### src/rtl/anubis_dec_key_sched_if.sv
// Key streams between the Anubis key expansion unit, the decryption key
// scheduler and the decryption round datapath.
interface anubis_dec_key_sched_if #(
    parameter int IDX_W = 4
);
    // Both streams use valid/ready: a word moves on a clock edge where valid
    // and ready are both high; once valid rises, the word stays put until it moves.
    logic [127:0]     key_in;
    logic             key_in_valid;
    logic             key_in_ready;
    logic [127:0]     key_out;
    logic             key_out_valid;
    logic             key_out_ready;
    logic [IDX_W-1:0] key_out_idx;
    logic             key_out_last;
    logic             busy;

    modport slave (
        input  key_in, key_in_valid, key_out_ready,
        output key_in_ready, key_out, key_out_valid, key_out_idx, key_out_last, busy
    );

    modport master (
        output key_in, key_in_valid, key_out_ready,
        input  key_in_ready, key_out, key_out_valid, key_out_idx, key_out_last, busy
    );
endinterface

### src/rtl/anubis_dec_key_sched.sv
// Anubis-128 decryption key scheduler: stacks K^0..K^R, then streams K^R,
// theta(K^(R-1))..theta(K^1), K^0 with the round index attached.
module anubis_dec_key_sched #(
    parameter int ROUNDS = 12,
    parameter int IDX_W  = 4
) (
    input  logic                    clk,
    input  logic                    rst_n,
    anubis_dec_key_sched_if.slave   bus
);
    typedef enum logic {
        ST_LOAD,
        ST_EMIT
    } state_e;

    localparam logic [IDX_W-1:0] LAST_IDX = IDX_W'(ROUNDS);
    localparam logic [IDX_W-1:0] PEN_IDX  = IDX_W'(ROUNDS - 1);
    localparam logic [IDX_W-1:0] ONE      = IDX_W'(1);

    function automatic logic [7:0] xtime(input logic [7:0] x);
        return {x[6:0], 1'b0} ^ (x[7] ? 8'h1d : 8'h00);
    endfunction

    // Multiply by h[sel], h = {01,02,04,06}
    function automatic logic [7:0] mul_h(input logic [7:0] x, input logic [1:0] sel);
        logic [7:0] x2;
        logic [7:0] x4;
        logic [7:0] r;
        x2 = xtime(x);
        x4 = xtime(x2);
        case (sel)
            2'd0:    r = x;
            2'd1:    r = x2;
            2'd2:    r = x4;
            default: r = x4 ^ x2;
        endcase
        return r;
    endfunction

    function automatic logic [127:0] theta(input logic [127:0] a);
        logic [127:0] b;
        logic [7:0]   acc;
        b = '0;
        for (int i = 0; i < 4; i++) begin
            for (int j = 0; j < 4; j++) begin
                acc = 8'h00;
                for (int k = 0; k < 4; k++) begin
                    acc = acc ^ mul_h(a[127-8*(4*i+k) -: 8], 2'(j ^ k));
                end
                b[127-8*(4*i+j) -: 8] = acc;
            end
        end
        return b;
    endfunction

    state_e           state_q;
    logic [IDX_W-1:0] cnt_q;
    logic             in_ready_q;
    logic [127:0]     key_out_q;
    logic             key_out_valid_q;
    logic [IDX_W-1:0] key_out_idx_q;
    logic             key_out_last_q;
    logic             busy_q;

    logic [127:0]     mem_q [ROUNDS];

    logic             in_fire;
    logic             out_fire;
    logic             mem_we;
    logic [IDX_W-1:0] rd_addr;
    logic [127:0]     rd_key;
    logic [IDX_W-1:0] idx_inc;
    logic [127:0]     next_key_d;

    // in_ready_q is only high in LOAD and key_out_valid_q only in EMIT,
    // so the two transfers are mutually exclusive.
    assign in_fire  = bus.key_in_valid & in_ready_q;
    assign out_fire = key_out_valid_q & bus.key_out_ready;
    assign mem_we   = in_fire && (cnt_q != LAST_IDX);

    // LIFO read: key for round idx+1 lives at mem[ROUNDS-1-idx].
    assign rd_addr    = PEN_IDX - key_out_idx_q;
    assign rd_key     = mem_q[rd_addr];
    assign idx_inc    = key_out_idx_q + ONE;
    assign next_key_d = (idx_inc == LAST_IDX) ? rd_key : theta(rd_key);

    always_ff @(posedge clk) begin
        if (mem_we) begin
            mem_q[cnt_q] <= bus.key_in;
        end
    end

    always_ff @(posedge clk) begin
        if (!rst_n) begin
            state_q         <= ST_LOAD;
            cnt_q           <= '0;
            in_ready_q      <= 1'b1;
            key_out_q       <= '0;
            key_out_valid_q <= 1'b0;
            key_out_idx_q   <= '0;
            key_out_last_q  <= 1'b0;
            busy_q          <= 1'b0;
        end else begin
            case (state_q)
                ST_LOAD: begin
                    if (in_fire) begin
                        if (cnt_q == LAST_IDX) begin
                            // K^R bypasses the LIFO and becomes K'^0 directly.
                            key_out_q       <= bus.key_in;
                            key_out_idx_q   <= '0;
                            key_out_valid_q <= 1'b1;
                            key_out_last_q  <= (LAST_IDX == '0);
                            in_ready_q      <= 1'b0;
                            busy_q          <= 1'b1;
                            state_q         <= ST_EMIT;
                        end else begin
                            cnt_q <= cnt_q + ONE;
                        end
                    end
                end
                ST_EMIT: begin
                    if (out_fire) begin
                        if (key_out_idx_q == LAST_IDX) begin
                            key_out_valid_q <= 1'b0;
                            key_out_last_q  <= 1'b0;
                            cnt_q           <= '0;
                            in_ready_q      <= 1'b1;
                            busy_q          <= 1'b0;
                            state_q         <= ST_LOAD;
                        end else begin
                            key_out_q      <= next_key_d;
                            key_out_idx_q  <= idx_inc;
                            key_out_last_q <= (idx_inc == LAST_IDX);
                        end
                    end
                end
                default: begin
                    state_q <= ST_LOAD;
                end
            endcase
        end
    end

    assign bus.key_in_ready  = in_ready_q;
    assign bus.key_out       = key_out_q;
    assign bus.key_out_valid = key_out_valid_q;
    assign bus.key_out_idx   = key_out_idx_q;
    assign bus.key_out_last  = key_out_last_q;
    assign bus.busy          = busy_q;

endmodule

### src/flat_wrapper.sv
// flat-port wrapper written by rule: the top's interface ports become plain ports
module anubis_dec_key_sched_flat 
#(
    parameter int ROUNDS = 12,
    parameter int IDX_W  = 4
)
  (clk, rst_n, bus_key_in, bus_key_in_valid, bus_key_out_ready, bus_key_in_ready, bus_key_out, bus_key_out_valid, bus_key_out_idx, bus_key_out_last, bus_busy);
  anubis_dec_key_sched_if #(.IDX_W(IDX_W)) bus_i ();
  input  logic clk;
  input  logic rst_n;
  input wire logic [$bits(bus_i.key_in)-1:0] bus_key_in;
  input wire logic [$bits(bus_i.key_in_valid)-1:0] bus_key_in_valid;
  input wire logic [$bits(bus_i.key_out_ready)-1:0] bus_key_out_ready;
  output wire logic [$bits(bus_i.key_in_ready)-1:0] bus_key_in_ready;
  output wire logic [$bits(bus_i.key_out)-1:0] bus_key_out;
  output wire logic [$bits(bus_i.key_out_valid)-1:0] bus_key_out_valid;
  output wire logic [$bits(bus_i.key_out_idx)-1:0] bus_key_out_idx;
  output wire logic [$bits(bus_i.key_out_last)-1:0] bus_key_out_last;
  output wire logic [$bits(bus_i.busy)-1:0] bus_busy;
  assign bus_i.key_in = bus_key_in;
  assign bus_i.key_in_valid = bus_key_in_valid;
  assign bus_i.key_out_ready = bus_key_out_ready;
  assign bus_key_in_ready = bus_i.key_in_ready;
  assign bus_key_out = bus_i.key_out;
  assign bus_key_out_valid = bus_i.key_out_valid;
  assign bus_key_out_idx = bus_i.key_out_idx;
  assign bus_key_out_last = bus_i.key_out_last;
  assign bus_busy = bus_i.busy;
  anubis_dec_key_sched #(.ROUNDS(ROUNDS), .IDX_W(IDX_W)) u_core (.clk(clk), .rst_n(rst_n), .bus(bus_i));
endmodule
### config.mk
export PLATFORM = sky130hd
export DESIGN_NAME = anubis_dec_key_sched_flat
export DESIGN_NICKNAME = d
export VERILOG_FILES = /design/src/rtl/anubis_dec_key_sched_if.sv /design/src/rtl/anubis_dec_key_sched.sv /design/src/flat_wrapper.sv
export SDC_FILE = /design/constraint.sdc
export NUM_CORES = 2
export LEC_CHECK = 0
export ABC_AREA = 0
export BUFFER_PORTS_ARGS = -buffer_cell sky130_fd_sc_hd__buf_2
export CAP_MARGIN = 40
export CORE_UTILIZATION = 47
export DETAILED_ROUTE_END_ITERATION = 12
export GPL_ROUTABILITY_DRIVEN = 0
export MAX_ROUTING_LAYER = met4
export PLACE_DENSITY = 0.62
export SKIP_CTS_REPAIR_TIMING = 1
export SLEW_MARGIN = 20
export SYNTH_ARGS = -nofsm -noshare
export SYNTH_HDL_FRONTEND = slang
export SYNTH_SLANG_ARGS = --single-unit
export TNS_END_PERCENT = 20
### constraint.sdc
create_clock -name clk -period 10.4 [get_ports clk]
set_clock_uncertainty 0.1 [all_clocks]
set_input_delay 0.52 -clock clk [delete_from_list [all_inputs] [get_ports clk]]
set_output_delay 0.52 -clock clk [all_outputs]
set_load 0.01 [all_outputs]
==> metrics.md <==
| Metric | Value |
|---|---|
| Critical-path top delay cell | xnor2_1 |
| Combinational share of power | 2.4% |
| Synth Net Count | 4134 |
| DRC | 0 |
| Routed WL | 208 mm |
| Post-DRT Antenna Nets | 0 |
| Largest net degree at the start of global routing | 110 |
| Hold Path Depth | 1 |
| Sequential share of power | between 50% and 60% |
| CP required | 10.97 ns |
| Number of placement rows | 141 |
| Multi-input logic area | between 15000 and 20000 µm² |
| CP max FO | between 40 and 50 |
| Reg2reg path depth | 10 |
| Non-Filler Instances | approximately 6500 |
| Critical path cell sequence | ha_4 -> buf_4 -> buf_4 -> a31oi_2 -> xnor2_1 -> xnor3_1 -> xnor3_1 -> nand2_1 -> xnor2_1 -> o221ai_1 |
| Die area | 151000 µm² |
| Most used DFF post-synth | edfxtp_1 |
| Placed Instances | 6042 |
| Worst skew pair latency | 0.83 ns |
| Root Driver | clkbuf_16 |
| Area delta synth->final | 15.1% |
| Status | finished clean |
| Unrepaired setup endpoints after global routing | no |
| Buffers & Inverters on Critical Path | 2 |
| Dominant cell type by area after synthesis | edfxtp_1 |
| Async S/R FF share, synth | 0% |
| Met2 Use GR | 42.0% |
| R2R Setup Slk | 4.64 ns |
| Yosys top cell area share | 65.6% |
| DR WL/cell | about 32 µm |
| WP data arrival | 6.32 ns |
| Final cycle utilization of the critical path | 55.3% |
| Grt peak-use layer | met2 |
| Initial antenna violation count | 21 |
| Leakage | 26.3 nW |
| Switch Pwr | a little under 3 mW |
| Register clock-pin slew on the reported worst setup and hold paths | approximately 0.060 ns |
| Pwr dens | 174 nW/µm² |
| Biggest cell delay along the critical path | 0.87 ns |
| Io pins | roughly 270 |
| CTS tree | yes |
| Top-count cell post-synth | edfxtp_1 |
| M3 GR Usage | approximately 5.9% |
| Die Ht | 389 µm |
| Clk pwr share | around 45% |
| EDFF count, synth | 1536 |
| Sequential share of the synthesized area | between 60% and 70% |
| Hold Vio Cnt, Final | 0 |
| DR vias | approximately 40000 |
| Met1 Usage GRT | 38.4% |
| Clock sinks | 1676 |
| Max-Cap Viols | 0 |
| Crit Path Class | reg2reg |
| Mapped Area | 70300 µm² |
| Fin crit period | 5.76 ns |
| Total core area | 148000 µm² |
| Total gr overflow | 0 |
| Via density per instance | 6.11 |
| Number of port buffers | 267 |
| Cells after Synth | 3995 |
| DRT Pass-1 Iters | 7 |
| H-tree Lvls | 4 |
| Net Sw Frac | 20.8% |
| Crit end category | register |
| Final Slew Violations | 0 |
| Worst-Margin Slew | 1.11 ns |
| Chip Width | between 300 and 400 µm |
| Worst Setup Start Kind | register |
| Synth cell count leaders | edfxtp_1, mux4_2, xnor2_1 |
| Hold WC Path Type | in2reg |
| Layout cell share with drive strength beyond 1 | 23.4% |
| Min Hold Slack | 0.0237 ns |
| Clock buffer count from CTS | 175 |
| Post-DP HPWL | 128 mm |
| First-pass GRT wire length | 290 mm |
| Yosys cell types | 64 |
| Worst rel slew slack | 25.7% |
| Mapped Avg Cell Area | roughly 18 µm² |
| DR iter-0 viols | approximately 4600 |
| Area contributors post-synth | edfxtp_1, mux4_2, dfxtp_1, xnor2_1, mux2i_1 |
| Worst setup margin | around 4.6 ns |
| Final setup violation count | 0 |
| Number of global-route vias before repair | approximately 38000 |
| Flops & latches, synth | around 1700 |
| Kind of cell adding the most delay to the critical path | XOR/XNOR gates |
| Final instance area | 80900 µm² |
| Initial core utilization | 47.4% |
| Overall Power | 14.1 mW |
| Crit path depth | 10 |
| Worst VDD drop | 132 µV |
| CTS Buffer Depth | 3 |
| Placement-stage cell area | 73800 µm² |
| Fmax | 174 MHz |
| Fill count | 11700 |
| Nets | 4553 |
| Pint | 11.2 mW |
| Pre-CTS WS | 4.81 ns |
| Register area | 48900 µm² |
| Synth warnings | 0 |
| Final TNS setup | 0 ns |
| Total GRT Usage | 28.1% |
| Core Util, Final | between 50% and 60% |
sequential cells by signal (all words and copies together) (netlist names):
name,count
u_core.mem_q,1536
u_core.bus.key_out,128
u_core.bus.key_out_idx,4
u_core.cnt_q,4
u_core.bus.key_in_ready,1
u_core.bus.key_out_last,1
u_core.bus.key_out_valid,1
u_core.state_q,1
per-layer routing:
layer	up-vias	part of all wire (%)
met5	-	0
met4	0	3.4
met3	321	9.2
met2	1967	46
met1	20900	41
li1	16600	-
final cells by class:
cell class / instances / area share, %
antenna: 17 / 0.0526
clock buffer: 238 / 5.89
clock inverter: 92 / 1.25
inverter: 7 / 0.0356
multi-input combinational: 2072 / 24.7
sequential: 1676 / 60.5
tap: 1930 / 2.98
timing repair buffer: 482 / 4.58
worst register-to-register path: cells and delay by family, from the launching register on:
kind / cells / cell delay [ns]
AO/OA/AOI/OAI: 2 / 0.64
XOR/XNOR: 4 / 2.15
adder cells (fa/ha/maj): 1 / 0.69
buffers and inverters: 2 / 1.50
flip-flops: 1 / 0.42
AND/OR/NAND/NOR: 1 / 0.09
path summary, 6_finish.rpt:
path | endpoint | startpoint
max | u_core.bus.key_out[27]$_SDFFE_PN0P_ | u_core.bus.key_out_idx[3]$_SDFFE_PN0P_
min | u_core.mem_q[1][90]$_DFFE_PP_ | bus_key_in[90]
max reg2reg | u_core.bus.key_out[27]$_SDFFE_PN0P_ | u_core.bus.key_out_idx[3]$_SDFFE_PN0P_
min reg2reg | u_core.bus.key_out[17]$_SDFFE_PN0P_ | u_core.bus.key_out[17]$_SDFFE_PN0P_
power by group through the flow:
stage | combinational (mW) | sequential, mW | clock (mW)
finish | 0.334 | 7.48 | 6.29
global route | 0.352 | 7.49 | 6.60
CTS | 0.292 | 7.48 | 6.36
detailed placement | 0.291 | 7.63 | 0
global placement | 0.277 | 7.62 | 0
floorplan | 0.0876 | 7.64 | 0
cells in the final DEF (no fill, tap or decap), drive strengths merged, types with 8 or more instances in the layout:
cell type    count
a211o           14
mux2i          153
dlygate4sd3    120
a22oi           62
and2            47
and3            34
mux4           324
xnor3           27
edfxtp        1536
o21a            31
nor2           192
a31oi           44
a41oi           16
dfxtp          140
clkbuf         239
mux2            16
a31o            73
xnor2          304
inv             15
bufinv          15
diode           17
o21ai           95
nand3           52
nor2b           41
a21oi           89
a211oi          41
or3             28
xor2            82
o221ai           8
buf            361
nand2          239
clkinv          66
nor3             8
cells by family after synthesis:
group	share of synthesized area, %
AOI/OAI and AO/OA	5.07
muxes	13.2
DFF	69.6
buffers and inverters	2.07
adders and majority gates	0.125
and+or+nand+nor	4.18
xor gates and xnor gates	5.80
(Power assumes the default switching activity.)
